<file path="src/rtl/cdc_bus_tx_pkg.sv">
// rtl/cdc_bus_tx_pkg.sv - shared state encoding, defaults and width helper for cdc_bus_tx
package cdc_bus_tx_pkg;

  // FSM encoding; the numeric values are fixed so the state can be observed on a debug bus.
  typedef enum logic [1:0] {
    ST_RESYNC   = 2'd0,
    ST_IDLE     = 2'd1,
    ST_WAIT_ACK = 2'd2
  } state_t;

  // Default synchronizer depth on the returning ack toggle (legal values: 2 or 3).
  localparam int unsigned SYNC_STAGES_DEFAULT = 2;

  // Bits needed to hold every value from 0 up to and including n.
  function automatic int unsigned ctr_width(input int unsigned n);
    if (n < 1) begin
      return 1;
    end
    return $clog2(n + 1);
  endfunction

endpackage

</file>
<file path="src/rtl/cdc_bus_tx_sync_ack_bit.sv">
// rtl/cdc_bus_tx_sync_ack_bit.sv - single-bit multi-flop synchronizer for the returning ack toggle
module cdc_bus_tx_sync_ack_bit
  import cdc_bus_tx_pkg::*;
#(
  parameter int unsigned STAGES = SYNC_STAGES_DEFAULT
) (
  input  logic i_clk,
  input  logic i_rst,
  input  logic i_d,
  output logic o_q
);

  // The whole chain is marked ASYNC_REG so placement keeps the flops adjacent for MTBF.
  (* ASYNC_REG = "TRUE" *) logic [STAGES-1:0] r_sync;

  // Shift the asynchronous input through the chain; reset clears every stage.
  always_ff @(posedge i_clk or posedge i_rst) begin
    if (i_rst) begin
      r_sync <= '0;
    end else begin
      r_sync <= {r_sync[STAGES-2:0], i_d};
    end
  end

  assign o_q = r_sync[STAGES-1];

endmodule

</file>
<file path="src/rtl/cdc_bus_tx.sv">
// rtl/cdc_bus_tx.sv - source side of a toggle req/ack bus crossing; optional CDC_BUS_TX_TIMEOUT_EN adds a sticky ack timeout
module cdc_bus_tx
  import cdc_bus_tx_pkg::*;
#(
  parameter int unsigned DATA_WIDTH     = 32,
  parameter int unsigned SYNC_STAGES    = SYNC_STAGES_DEFAULT,
  parameter int unsigned TIMEOUT_CYCLES = 1024
) (
  input  logic                  clk_in,
  input  logic                  reset,
  input  logic [DATA_WIDTH-1:0] in_data,
  input  logic                  in_valid,
  output logic                  in_ready,
  output logic [DATA_WIDTH-1:0] cdc_data,
  output logic                  cdc_req,
  input  logic                  cdc_ack,
  output logic                  busy,
  output logic                  timeout
);

  // RESYNC waits SYNC_STAGES+1 edges so the ack chain has settled before req is aligned.
  localparam int unsigned        RS_W    = ctr_width(SYNC_STAGES);
  localparam logic [RS_W-1:0]    RS_LAST = RS_W'(SYNC_STAGES);

  state_t                r_state;
  state_t                w_state_nx;
  logic [DATA_WIDTH-1:0] r_data;
  logic [DATA_WIDTH-1:0] w_data_nx;
  logic                  r_req;
  logic                  w_req_nx;
  logic                  r_ready;
  logic                  w_ready_nx;
  logic                  r_busy;
  logic                  w_busy_nx;
  logic [RS_W-1:0]       r_rs_cnt;
  logic [RS_W-1:0]       w_rs_cnt_nx;
  logic                  w_ack_sync;
  logic                  w_accept;

  cdc_bus_tx_sync_ack_bit #(
    .STAGES (SYNC_STAGES)
  ) u_sync_ack (
    .i_clk (clk_in),
    .i_rst (reset),
    .i_d   (cdc_ack),
    .o_q   (w_ack_sync)
  );

  // A word is taken only in IDLE with ready already high, so accepts can never be back-to-back.
  assign w_accept = (r_state == ST_IDLE) && r_ready && in_valid;

  // State and registered outputs; reset discards any transfer in flight.
  always_ff @(posedge clk_in or posedge reset) begin
    if (reset) begin
      r_state  <= ST_RESYNC;
      r_data   <= '0;
      r_req    <= 1'b0;
      r_ready  <= 1'b0;
      r_busy   <= 1'b1;
      r_rs_cnt <= '0;
    end else begin
      r_state  <= w_state_nx;
      r_data   <= w_data_nx;
      r_req    <= w_req_nx;
      r_ready  <= w_ready_nx;
      r_busy   <= w_busy_nx;
      r_rs_cnt <= w_rs_cnt_nx;
    end
  end

  // Next-state and next-output decode; everything holds unless a case below changes it.
  always_comb begin
    w_state_nx  = r_state;
    w_data_nx   = r_data;
    w_req_nx    = r_req;
    w_ready_nx  = r_ready;
    w_busy_nx   = r_busy;
    w_rs_cnt_nx = r_rs_cnt;
    case (r_state)
      ST_RESYNC: begin
        w_ready_nx = 1'b0;
        w_busy_nx  = 1'b1;
        if (r_rs_cnt == RS_LAST) begin
          // Adopt the receiver's ack level as our req level so no edge is announced.
          w_req_nx    = w_ack_sync;
          w_ready_nx  = 1'b1;
          w_busy_nx   = 1'b0;
          w_rs_cnt_nx = '0;
          w_state_nx  = ST_IDLE;
        end else begin
          w_rs_cnt_nx = r_rs_cnt + RS_W'(1);
        end
      end
      ST_IDLE: begin
        // A spurious ack toggle here is deliberately ignored.
        if (w_accept) begin
          // Data and req move together; the receiver only samples data after synchronizing req.
          w_data_nx  = in_data;
          w_req_nx   = ~r_req;
          w_ready_nx = 1'b0;
          w_busy_nx  = 1'b1;
          w_state_nx = ST_WAIT_ACK;
        end
      end
      ST_WAIT_ACK: begin
        // in_valid is ignored here; the data register stays frozen until the ack matches.
        if (w_ack_sync == r_req) begin
          w_ready_nx = 1'b1;
          w_busy_nx  = 1'b0;
          w_state_nx = ST_IDLE;
        end
      end
      default: begin
        w_state_nx  = ST_RESYNC;
        w_ready_nx  = 1'b0;
        w_busy_nx   = 1'b1;
        w_rs_cnt_nx = '0;
      end
    endcase
  end

`ifdef CDC_BUS_TX_TIMEOUT_EN
  localparam int unsigned     TO_W    = ctr_width(TIMEOUT_CYCLES);
  localparam logic [TO_W-1:0] TO_MAX  = TO_W'(TIMEOUT_CYCLES);
  localparam logic [TO_W-1:0] TO_LAST = TO_W'(TIMEOUT_CYCLES - 1);

  logic [TO_W-1:0] r_to_cnt;
  logic            r_timeout;

  // Count WAIT_ACK cycles (saturating) and latch the sticky flag on the TIMEOUT_CYCLES-th one.
  always_ff @(posedge clk_in or posedge reset) begin
    if (reset) begin
      r_to_cnt  <= '0;
      r_timeout <= 1'b0;
    end else begin
      if (w_accept) begin
        r_to_cnt <= '0;
      end else if (r_state == ST_WAIT_ACK && r_to_cnt != TO_MAX) begin
        r_to_cnt <= r_to_cnt + TO_W'(1);
      end
      if (r_state == ST_WAIT_ACK && r_to_cnt == TO_LAST) begin
        r_timeout <= 1'b1;
      end
    end
  end

  assign timeout = r_timeout;
`else
  // Without the watchdog the limit parameter has no consumer.
  logic w_unused_cfg;
  assign w_unused_cfg = (TIMEOUT_CYCLES == 0);
  assign timeout      = 1'b0;
`endif

  assign in_ready = r_ready;
  assign cdc_data = r_data;
  assign cdc_req  = r_req;
  assign busy     = r_busy;

endmodule

</file>
<file path="config.mk">
export PLATFORM = sky130hd
export DESIGN_NAME = cdc_bus_tx
export DESIGN_NICKNAME = d
export VERILOG_FILES = /design/src/rtl/cdc_bus_tx_pkg.sv /design/src/rtl/cdc_bus_tx_sync_ack_bit.sv /design/src/rtl/cdc_bus_tx.sv
export SDC_FILE = /design/constraint.sdc
export NUM_CORES = 1
export LEC_CHECK = 0
export CORE_UTILIZATION = 46
export CTS_CLUSTER_SIZE = 14
export DETAILED_ROUTE_END_ITERATION = 12
export PLACE_DENSITY = 0.94
export SLEW_MARGIN = 20
export SYNTH_ARGS = -nofsm -noshare
export SYNTH_HDL_FRONTEND = slang
export SYNTH_SLANG_ARGS = --single-unit
</file>
<file path="constraint.sdc">
create_clock -name clk_in -period 3.8 [get_ports clk_in]
set_input_delay 0.76 -clock clk_in [delete_from_list [all_inputs] [get_ports clk_in]]
set_output_delay 0.76 -clock clk_in [all_outputs]
set_load 0.01 [all_outputs]
</file>
==> results of run 1 <==
[per-stage QoR]
stage | util, % | area (µm²)
floorplan | - | 1810
global placement | 68.3 | 2540
detailed placement | 68.3 | 2540
CTS | 70.6 | 2620
global route | 70.6 | 2620
finish | 70.6 | 2620
[final cells by class]
cell class                 count  area (µm²)  area share [%]
inverter                       4        15.0           0.572
clock buffer                   7        86.3            3.29
sequential                    41        1030            39.2
multi-input combinational     68         727            27.7
timing repair buffer          71         708            27.0
tap                           48        60.1            2.29
[registers in the layout, summed over array words and instances (netlist names)]
register and cells:
u_sync_ack.r_sync 2, cdc_req 1, r_rs_cnt 2, cdc_data 32
in_ready 1, r_state 2, busy 1
[worst register-to-register path, delay by kind of cell, from the launching register on]
family / cells / cell delay [ps]
and+or+nand+nor: 1 / 520
muxes: 1 / 510
DFF: 1 / 390
adders and majority gates: 1 / 300
buffers and inverters: 1 / 150
[cell usage after synthesis, drive strengths merged]
| cell type | number | share of area [%] |
|---|---|---|
| nor4 | 1 | 0.35 |
| a21oi | 4 | 1.3 |
| nor2 | 2 | 0.41 |
| a21boi | 1 | 0.62 |
| nand2b | 1 | 0.35 |
| nand3 | 2 | 1.2 |
| and2 | 1 | 0.35 |
| or2b | 1 | 0.41 |
| inv | 4 | 0.83 |
| nor3 | 1 | 0.28 |
| o21ai | 5 | 1.4 |
| buf | 4 | 2.3 |
| nand2 | 4 | 0.83 |
| o21a | 1 | 0.41 |
| xor2 | 1 | 0.48 |
| nor2b | 1 | 0.35 |
| dfrtp | 40 | 55 |
| nand3b | 1 | 0.41 |
| a21o | 1 | 0.41 |
| mux2 | 33 | 26 |
| ha | 5 | 3.5 |
| conb | 1 | 0.21 |
| dfstp | 1 | 1.5 |
| o32a | 1 | 0.55 |
[power by group]
group / switching [mW] / internal [mW]
Clock: 0.131 / 0.144
Sequential: 0.137 / 0.650
Combinational: 0.387 / 0.689
[cells by family (layout without fill, tap and decap cells)]
| kind of cell | after synthesis | after routing | synth area share (%) |
|---|---|---|---|
| flip-flops | 41 | 41 | 56.7 |
| AND/OR/NAND/NOR | 15 | 15 | 4.98 |
| AO/OA/AOI/OAI | 13 | 13 | 4.70 |
| other | 1 | 1 | 0.207 |
| buffers and inverters | 8 | 82 | 3.11 |
| multiplexers | 33 | 33 | 26.3 |
| XOR/XNOR | 1 | 1 | 0.484 |
| adder cells (fa/ha/maj) | 5 | 5 | 3.46 |
[routing by layer]
layer  share of wire (%)  GRT usage, %
met5                   0             0
met4                 1.2          5.83
met3                 5.2          4.23
met2                  52          32.7
met1                  42          25.0
[how the worst max path moves through the flow]
stage / startpoint / end / slack [ps] / cells past startpoint
floorplan: reset / cdc_data[0] / 2100 / 1
global placement: in_valid / cdc_data[24] / 1410 / 3
detailed placement: in_valid / cdc_data[20] / 1340 / 3
CTS: in_valid / cdc_data[20] / 1630 / 3
global route: in_valid / cdc_req / 1520 / 5
finish: in_valid / cdc_data[20] / 1640 / 3
==> key figures, run 1 <==
Status
  • Run status: completed

Critical path
  • Slowest cell delay on critical path: 540 ps
  • Crit path max-delay cell type: clkdlybuf4s50_1
  • Reg2Reg Setup Slack: 1800 ps
  • Crit-path leading delay family: buffers and inverters
  • Crit end category: register
  • CP Max Fanout: 34
  • Reg-to-Reg End: cdc_data[20]
  • Worst r2r src: r_state[1]
  • CP arrival: 2320 ps
  • Critical path data required time: 3960 ps
  • Buf+Inv Stages, Crit Path: 1
  • Worst-path cell chain: clkdlybuf4s50_1, nand3_4, mux2_4
  • Crit path kind: primary input to register
  • Reg2Reg Depth: 4
  • Critical Path Source Type: primary input

STA
  • Peak Freq: 464 MHz
  • Worst-Margin Slew: 714 ps
  • Max-Slew Margin vs Limit: 52.4%
  • WHS: 363 ps
  • Slew Limit Fails: 0
  • RSZ-0062 raised after global routing: false
  • Final setup TNS: 0 ps
  • Final WS setup: 1640 ps
  • Final period util: 56.7%
  • Final setup vio count: 0
  • Fin. Hold Viols: 0
  • Fin Clk Skew: 2.59 ps
  • Minimum clock period: 2160 ps

Drt
  • Pre-Repair DR Iteration Count: 4
  • DRC Markers: 0
  • Initial drt markers: 45
  • DR WL/cell: 15.1 µm
  • Final wirelength: 3.60 mm
  • Vias/cell: 4.95
  • Routed Antenna Nets: 0
  • Vias: 1,182

Pwr
  • Design Power: 2.14 mW
  • Power per cell area: 815 mW/mm²
  • Peak VDD IR: 0.471 mV
  • Leak Pwr: 1.22 nW

Global routing
  • Global Route Usage Sum: 19.5%
  • Vias in the first global route: 1,287
  • First-pass GRT wire length: 6.07 mm
  • Largest net degree at the start of global routing: 35
  • Gr ovfl total: 0
  • Initial antenna violation count: 0

Clock tree
  • Clk Latency, worst-skew pair: 280 ps
  • H-tree Lvls: 2
  • Post-CTS repair timing setup buffer count: 0
  • CTS resizes: 0
  • Clock slew at the register clock pins of the worst setup and hold paths: 70 ps
  • Root buffer cell: clkbuf_8
  • Cts bufs inserted: 5
  • CTS tree: done
  • Hold-fix buffers, CTS: 0
  • Clk buf depth: 2
  • Clock Sinks: 41

Die
  • Die area: 0.00419 mm²
  • Floorplan Core Area: 0.00372 mm²
  • Die Ht: 64.7 µm
  • Top Ports: 72
  • # rows: 22
  • Die Width: 64.7 µm
  • Starting Density: 48.7%

Yosys
  • Seq cells post-synth: 41
  • Syn Nets: 158
  • Library cells used by synthesis: 28
  • Sequential fraction of the synthesis area: 56.7%
  • Gate Count Post-Synth: 117
  • Cell Area, Synth: 0.00181 mm²
  • Mean area per synthesized cell: 15.5 µm²
  • Yosys warning count: 0

Cells and area
  • Final #Nets: 232
  • FILL cells: 275
  • Layout cell share with drive strength beyond 1: 23.0%
  • Most common cell after layout, fill and taps aside: clkdlybuf4s50_1
  • Final std cells w/o fill: 239
  • N_diodes: 0
  • Synth-to-layout area growth: 44.9%
  • Commonest cells after routing, fill and taps aside: clkdlybuf4s50_1, dfrtp_1, mux2_4, clkbuf_8

Worst hold path
  • Hold Crit Depth: 0
  • Critical hold path startpoint: u_sync_ack.r_sync[0]
  • Hold Path Sink: u_sync_ack.r_sync[1]
  • Min-delay worst type: register to register

Placement
  • Setup WS pre-CTS: 1340 ps
  • IO Port Bufs: 70
  • HPWL after DPL: 2.67 mm
  • Placed insts: 232
  • Global placer's final weighted congestion: 0.643

Run
  • Max_cap viols: 0
(Power assumes the default switching activity.)
==> run 2, diff against run 1 <==
- CORE_UTILIZATION: 46 -> 43
- PLACE_DENSITY: 0.94 -> 0.89
- clock period: 3.8 -> 2 ns (I/O delays scaled with it)
==> run 2 against run 1 <==
Against the previous run: non-clock buffer count increased by 3; clock power up 150%; die area is 6.8% higher; register-to-register slack worse by 1500 ps; clock skew is 4.0 ps higher; worst hold slack better by 9.9 ps; wire length up 7.3%; via count increased by 0.17%; critical path type is now register to output port; largest power group unchanged.
==> key figures, run 2 (synthesized netlist as in run 1, its figures left out) <==
Status
  • Run status: completed

Pwr
  • Cell Int Power: 2.96 mW
  • Clk pwr share: 16.2%
  • Comb power frac: 48.6%
  • Sw Pwr: 1.27 mW
  • Design Power: 4.24 mW
  • Power per cell area: 1570 mW/mm²
  • Sw Ratio: 30.1%
  • Leak Pwr: 1.26 nW
  • Seq pwr share: 35.2%
  • Peak VDD IR: 0.875 mV

Critical path
  • Crit-path leading delay family: flip-flops
  • Buf+Inv Stages, Crit Path: 1
  • CP arrival: 1350 ps
  • Crit end category: output port
  • Reg2Reg Depth: 7
  • CP Max Fanout: 2
  • Reg2Reg Setup Slack: 300 ps
  • Crit path kind: register to output port
  • Critical path data required time: 1600 ps
  • Worst-path cell chain: clkdlybuf4s50_1
  • Slowest cell delay on critical path: 530 ps
  • Worst r2r src: r_state[1]
  • Cell count along the critical path: 1
  • Crit path max-delay cell type: dfstp_2
  • Critical Path Source Type: register
  • CP Launch Point: busy
  • Reg-to-Reg End: cdc_req

Clock tree
  • Post-CTS repair timing setup buffer count: 0
  • H-tree Lvls: 2
  • Clock Sinks: 41
  • Clock slew at the register clock pins of the worst setup and hold paths: 80 ps
  • CTS resizes: 0
  • Cts bufs inserted: 5
  • Clk buf depth: 2
  • Hold-fix buffers, CTS: 0
  • Clk Latency, worst-skew pair: 290 ps
  • CTS tree: done
  • Root buffer cell: clkbuf_8

Die
  • Die Width: 66.9 µm
  • Starting Density: 44.9%
  • Floorplan Core Area: 0.00403 mm²
  • # rows: 23
  • Die Ht: 66.9 µm
  • Top Ports: 72
  • Die area: 0.00447 mm²

Run
  • Max_cap viols: 0

Drt
  • DRC Markers: 0
  • Initial drt markers: 36
  • Vias: 1,184
  • Pre-Repair DR Iteration Count: 4
  • Final wirelength: 3.86 mm
  • Routed Antenna Nets: 0
  • Vias/cell: 4.83
  • DR WL/cell: 15.8 µm

Cells and area
  • Commonest cells after routing, fill and taps aside: clkdlybuf4s50_1, dfrtp_1, mux2_4, clkbuf_8
  • Number of flip-flops in the largest register: 32
  • FILL cells: 308
  • Synth-to-layout area growth: 48.7%
  • Final #Nets: 235
  • N_diodes: 0
  • Most common cell after layout, fill and taps aside: clkdlybuf4s50_1
  • Layout cell share with drive strength beyond 1: 24.6%

STA
  • RSZ-0062 raised after global routing: false
  • Minimum clock period: 1750 ps
  • Final period util: 87.3%
  • Slew Limit Fails: 0
  • Fin Clk Skew: 6.55 ps
  • Peak Freq: 573 MHz
  • Fin. Hold Viols: 0
  • Final setup TNS: 0 ps
  • Final setup vio count: 0

Worst hold path
  • Hold Crit Depth: 0
  • Critical hold path startpoint: u_sync_ack.r_sync[0]
  • Min-delay worst type: register to register
  • Hold Path Sink: u_sync_ack.r_sync[1]

Global routing
  • Global Route Usage Sum: 18.5%
  • Vias in the first global route: 1,195
  • Largest net degree at the start of global routing: 30
  • Gr ovfl total: 0
  • First-pass GRT wire length: 5.80 mm
  • Initial antenna violation count: 0

Placement
  • HPWL after DPL: 2.87 mm
  • IO Port Bufs: 70
  • Global placer's final weighted congestion: 0.736
run 2: power groups by stage:
stage | sequential (mW) | clock [mW] | combinational [mW]
final | 1.49 | 0.685 | 2.06
after global placement | 1.48 | 0 | 2.01
after global routing | 1.54 | 0.741 | 2.22
after detailed placement | 1.50 | 0 | 2.07
after floorplan | 1.64 | 0 | 0.951
after CTS | 1.49 | 0.701 | 2.08
run 2: layer usage:
layer / part of all wire (%) / global-route usage (%) / up-vias
li1: - / - / 558
met2: 53 / 30.4 / 35
met3: 4.4 / 3.42 / 6
met4: 2.4 / 10.4 / 0
met5: 0 / 0 / -
met1: 40 / 22.7 / 585
run 2: worst max path at each step:
stage | to | slack (ps)
after global routing | cdc_req | 140
after detailed placement | cdc_req | 200
final | busy | 250
after floorplan | cdc_data[0] | 560
after CTS | busy | 240
after global placement | cdc_data[14] | 230
run 2: stage by stage:
stage	util [%]	std cells	hold WS, ps	cell area [µm²]	worst slack, ps
after floorplan	-	117	331	1810	560
after global placement	63.9	237	345	2570	235
after detailed placement	63.9	237	360	2570	196
after CTS	66.8	245	367	2690	243
after global routing	66.8	245	380	2690	145
final	66.8	245	373	2690	255
run 2: layout make-up:
cell class	count	area, µm²	share of cell area [%]
inverters	4	15.0	0.558
repair buffers	74	743	27.6
well taps	50	62.6	2.32
clock inverters	1	30.0	1.12
multi-input cells	68	727	27.0
clock buffers	7	86.3	3.21
flip-flops and latches	41	1030	38.2
==> run 3, diff against run 2 <==
- CORE_UTILIZATION: 43 -> 42
- SYNTH_HIERARCHICAL: not set -> 1
==> run 3 against run 2 <==
Against the previous run: wire length down 9.3%; largest cell class unchanged; register-to-register slack improved by 100 ps; design area fell by 5.5%; via count unchanged; combinational power is 12% lower; core utilization up 0.65 points.
==> key figures, run 3 <==
Pwr
  • Power per cell area: 1510 mW/mm²
  • Leak Pwr: 1.11 nW
  • Peak VDD IR: 0.810 mV
  • Design Power: 3.83 mW

Global routing
  • Initial antenna violation count: 0
  • Gr ovfl total: 0
  • Global Route Usage Sum: 19.2%
  • Largest net degree at the start of global routing: 33
  • First-pass GRT wire length: 5.87 mm
  • Vias in the first global route: 1,301

Critical path
  • Reg2Reg Depth: 5
  • Worst r2r src: r_state[1]
  • Worst-path cell chain: clkdlybuf4s50_1
  • Crit path max-delay cell type: dfstp_2
  • Buf+Inv Stages, Crit Path: 1
  • CP arrival: 1350 ps
  • Crit path kind: register to output port
  • Crit-path leading delay family: flip-flops
  • Slowest cell delay on critical path: 530 ps
  • Critical path data required time: 1600 ps
  • Crit end category: output port
  • Reg-to-Reg End: r_state[1]
  • Critical Path Source Type: register
  • CP Max Fanout: 2
  • Reg2Reg Setup Slack: 400 ps

Clock tree
  • Root buffer cell: clkbuf_8
  • Post-CTS repair timing setup buffer count: 0
  • H-tree Lvls: 2
  • CTS tree: done
  • Clock slew at the register clock pins of the worst setup and hold paths: 70 ps
  • Clk Latency, worst-skew pair: 290 ps
  • CTS resizes: 0
  • Clock Sinks: 41
  • Clk buf depth: 2
  • Cts bufs inserted: 5
  • Hold-fix buffers, CTS: 0

STA
  • Final setup vio count: 0
  • Fin Clk Skew: 3.96 ps
  • Peak Freq: 573 MHz
  • RSZ-0062 raised after global routing: false
  • Fin. Hold Viols: 0
  • Minimum clock period: 1750 ps
  • WHS: 287 ps
  • Slew Limit Fails: 0
  • Final setup TNS: 0 ps
  • Final period util: 87.3%

Yosys
  • Seq cells post-synth: 41
  • Gate Count Post-Synth: 114
  • Cell Area, Synth: 0.00169 mm²
  • Count leader, synth: dfrtp_1
  • Post-synth EDFFs: 0
  • Mean area per synthesized cell: 14.8 µm²
  • Post-synth top area share: 59.2%
  • Async S/R FF share, synth: 100%
  • Yosys warning count: 6
  • Library cells used by synthesis: 31
  • Ys flop type: dfrtp_1
  • Synth area leader: dfrtp_1
  • Syn Nets: 154
  • Most frequent cells after synthesis: dfrtp_1, mux2_1, inv_1, ha_1, buf_2
  • Sequential fraction of the synthesis area: 60.7%
  • Dominant cells by area after synthesis: dfrtp_1, mux2_1, ha_1

Cells and area
  • Most common cell after layout, fill and taps aside: clkdlybuf4s50_1
  • Reg area: 0.00103 mm²
  • FILL cells: 232
  • Commonest cells after routing, fill and taps aside: clkdlybuf4s50_1, dfrtp_1, mux2_1, inv_1, clkbuf_8
  • Final std cells w/o fill: 237
  • Final instance area: 0.00254 mm²
  • Final #Nets: 229
  • Layout cell share with drive strength beyond 1: 7.94%
  • Synth-to-layout area growth: 50.4%
  • Area of the multi-input gates: 608 µm²
  • N_diodes: 0
  • Number of flip-flops in the largest register: 32

Drt
  • WL met1: 1.25 mm
  • Routed Antenna Nets: 0
  • Pre-Repair DR Iteration Count: 4
  • DR WL/cell: 14.8 µm
  • Final wirelength: 3.50 mm
  • Met2 Wirelength: 1.68 mm
  • Metal3 WL: 467 µm
  • Initial drt markers: 23
  • Top routing layer in use: met4
  • Vias: 1,184
  • DRC Markers: 0
  • Vias/cell: 5.00

Placement
  • Global placer's final weighted congestion: 0.888
  • Placed cell area: 0.00245 mm²
  • IO Port Bufs: 70
  • Placed insts: 230
  • HPWL after DPL: 2.62 mm

Status
  • Run status: completed

Die
  • Die Width: 65.5 µm
  • Starting Density: 44.9%
  • Die Ht: 65.5 µm
  • Floorplan Core Area: 0.00377 mm²
  • Die area: 0.00429 mm²
  • Top Ports: 72
  • # rows: 22

Worst hold path
  • Min-delay worst type: primary input to asynchronous set/reset pin

Run
  • Max_cap viols: 0
-- run 3: how the worst max path moves through the flow --
stage	cells past startpoint	endpoint	startpoint
after CTS	1	busy	busy
after global placement	4	r_state[1]	in_valid
after floorplan	4	r_state[1]	r_state[0]
after detailed placement	4	r_state[1]	in_valid
after global routing	1	busy	busy
final	1	busy	busy
-- run 3: cell families after synthesis --
kind of cell,after synthesis,synth area share (%)
fa+ha+maj,4,2.96
simple gates,8,2.66
compound gates,14,7.03
mux,34,22.6
other cells,1,0.222
xor+xnor,1,0.518
buf+inv,11,3.33
flops,41,60.7
-- run 3: power breakdown --
part,internal (mW),total [mW],switching [mW]
sequential,1.23,1.48,0.246
combinational,1.09,1.81,0.726
clock,0.272,0.539,0.267
total,2.59,3.83,1.24
-- run 3: area by class of cell --
type                            count  share of cell area (%)
Clock buffer                        6                    3.25
Clock inverter                      1                   0.295
Inverter                            6                   0.885
Multi-Input combinational cell     62                    23.9
Sequential cell                    41                    40.4
Tap cell                           48                    2.36
Timing Repair Buffer               73                    28.9
-- run 3: metrics by stage --
stage          utilization, %  setup slack [ps]
6_report                 67.5               255
2_1_floorplan               -               534
4_1_cts                  67.5               239
3_5_place_dp             65.1               268
3_3_place_gp             65.1               313
5_1_grt                  67.5               200
-- run 3: per-layer routing --
metal / vias to the layer above / global-route usage, %
li1: 547 / -
met1: 565 / 20.2
met2: 63 / 29.4
met3: 9 / 11.5
met4: 0 / 11.1
met5: - / 0
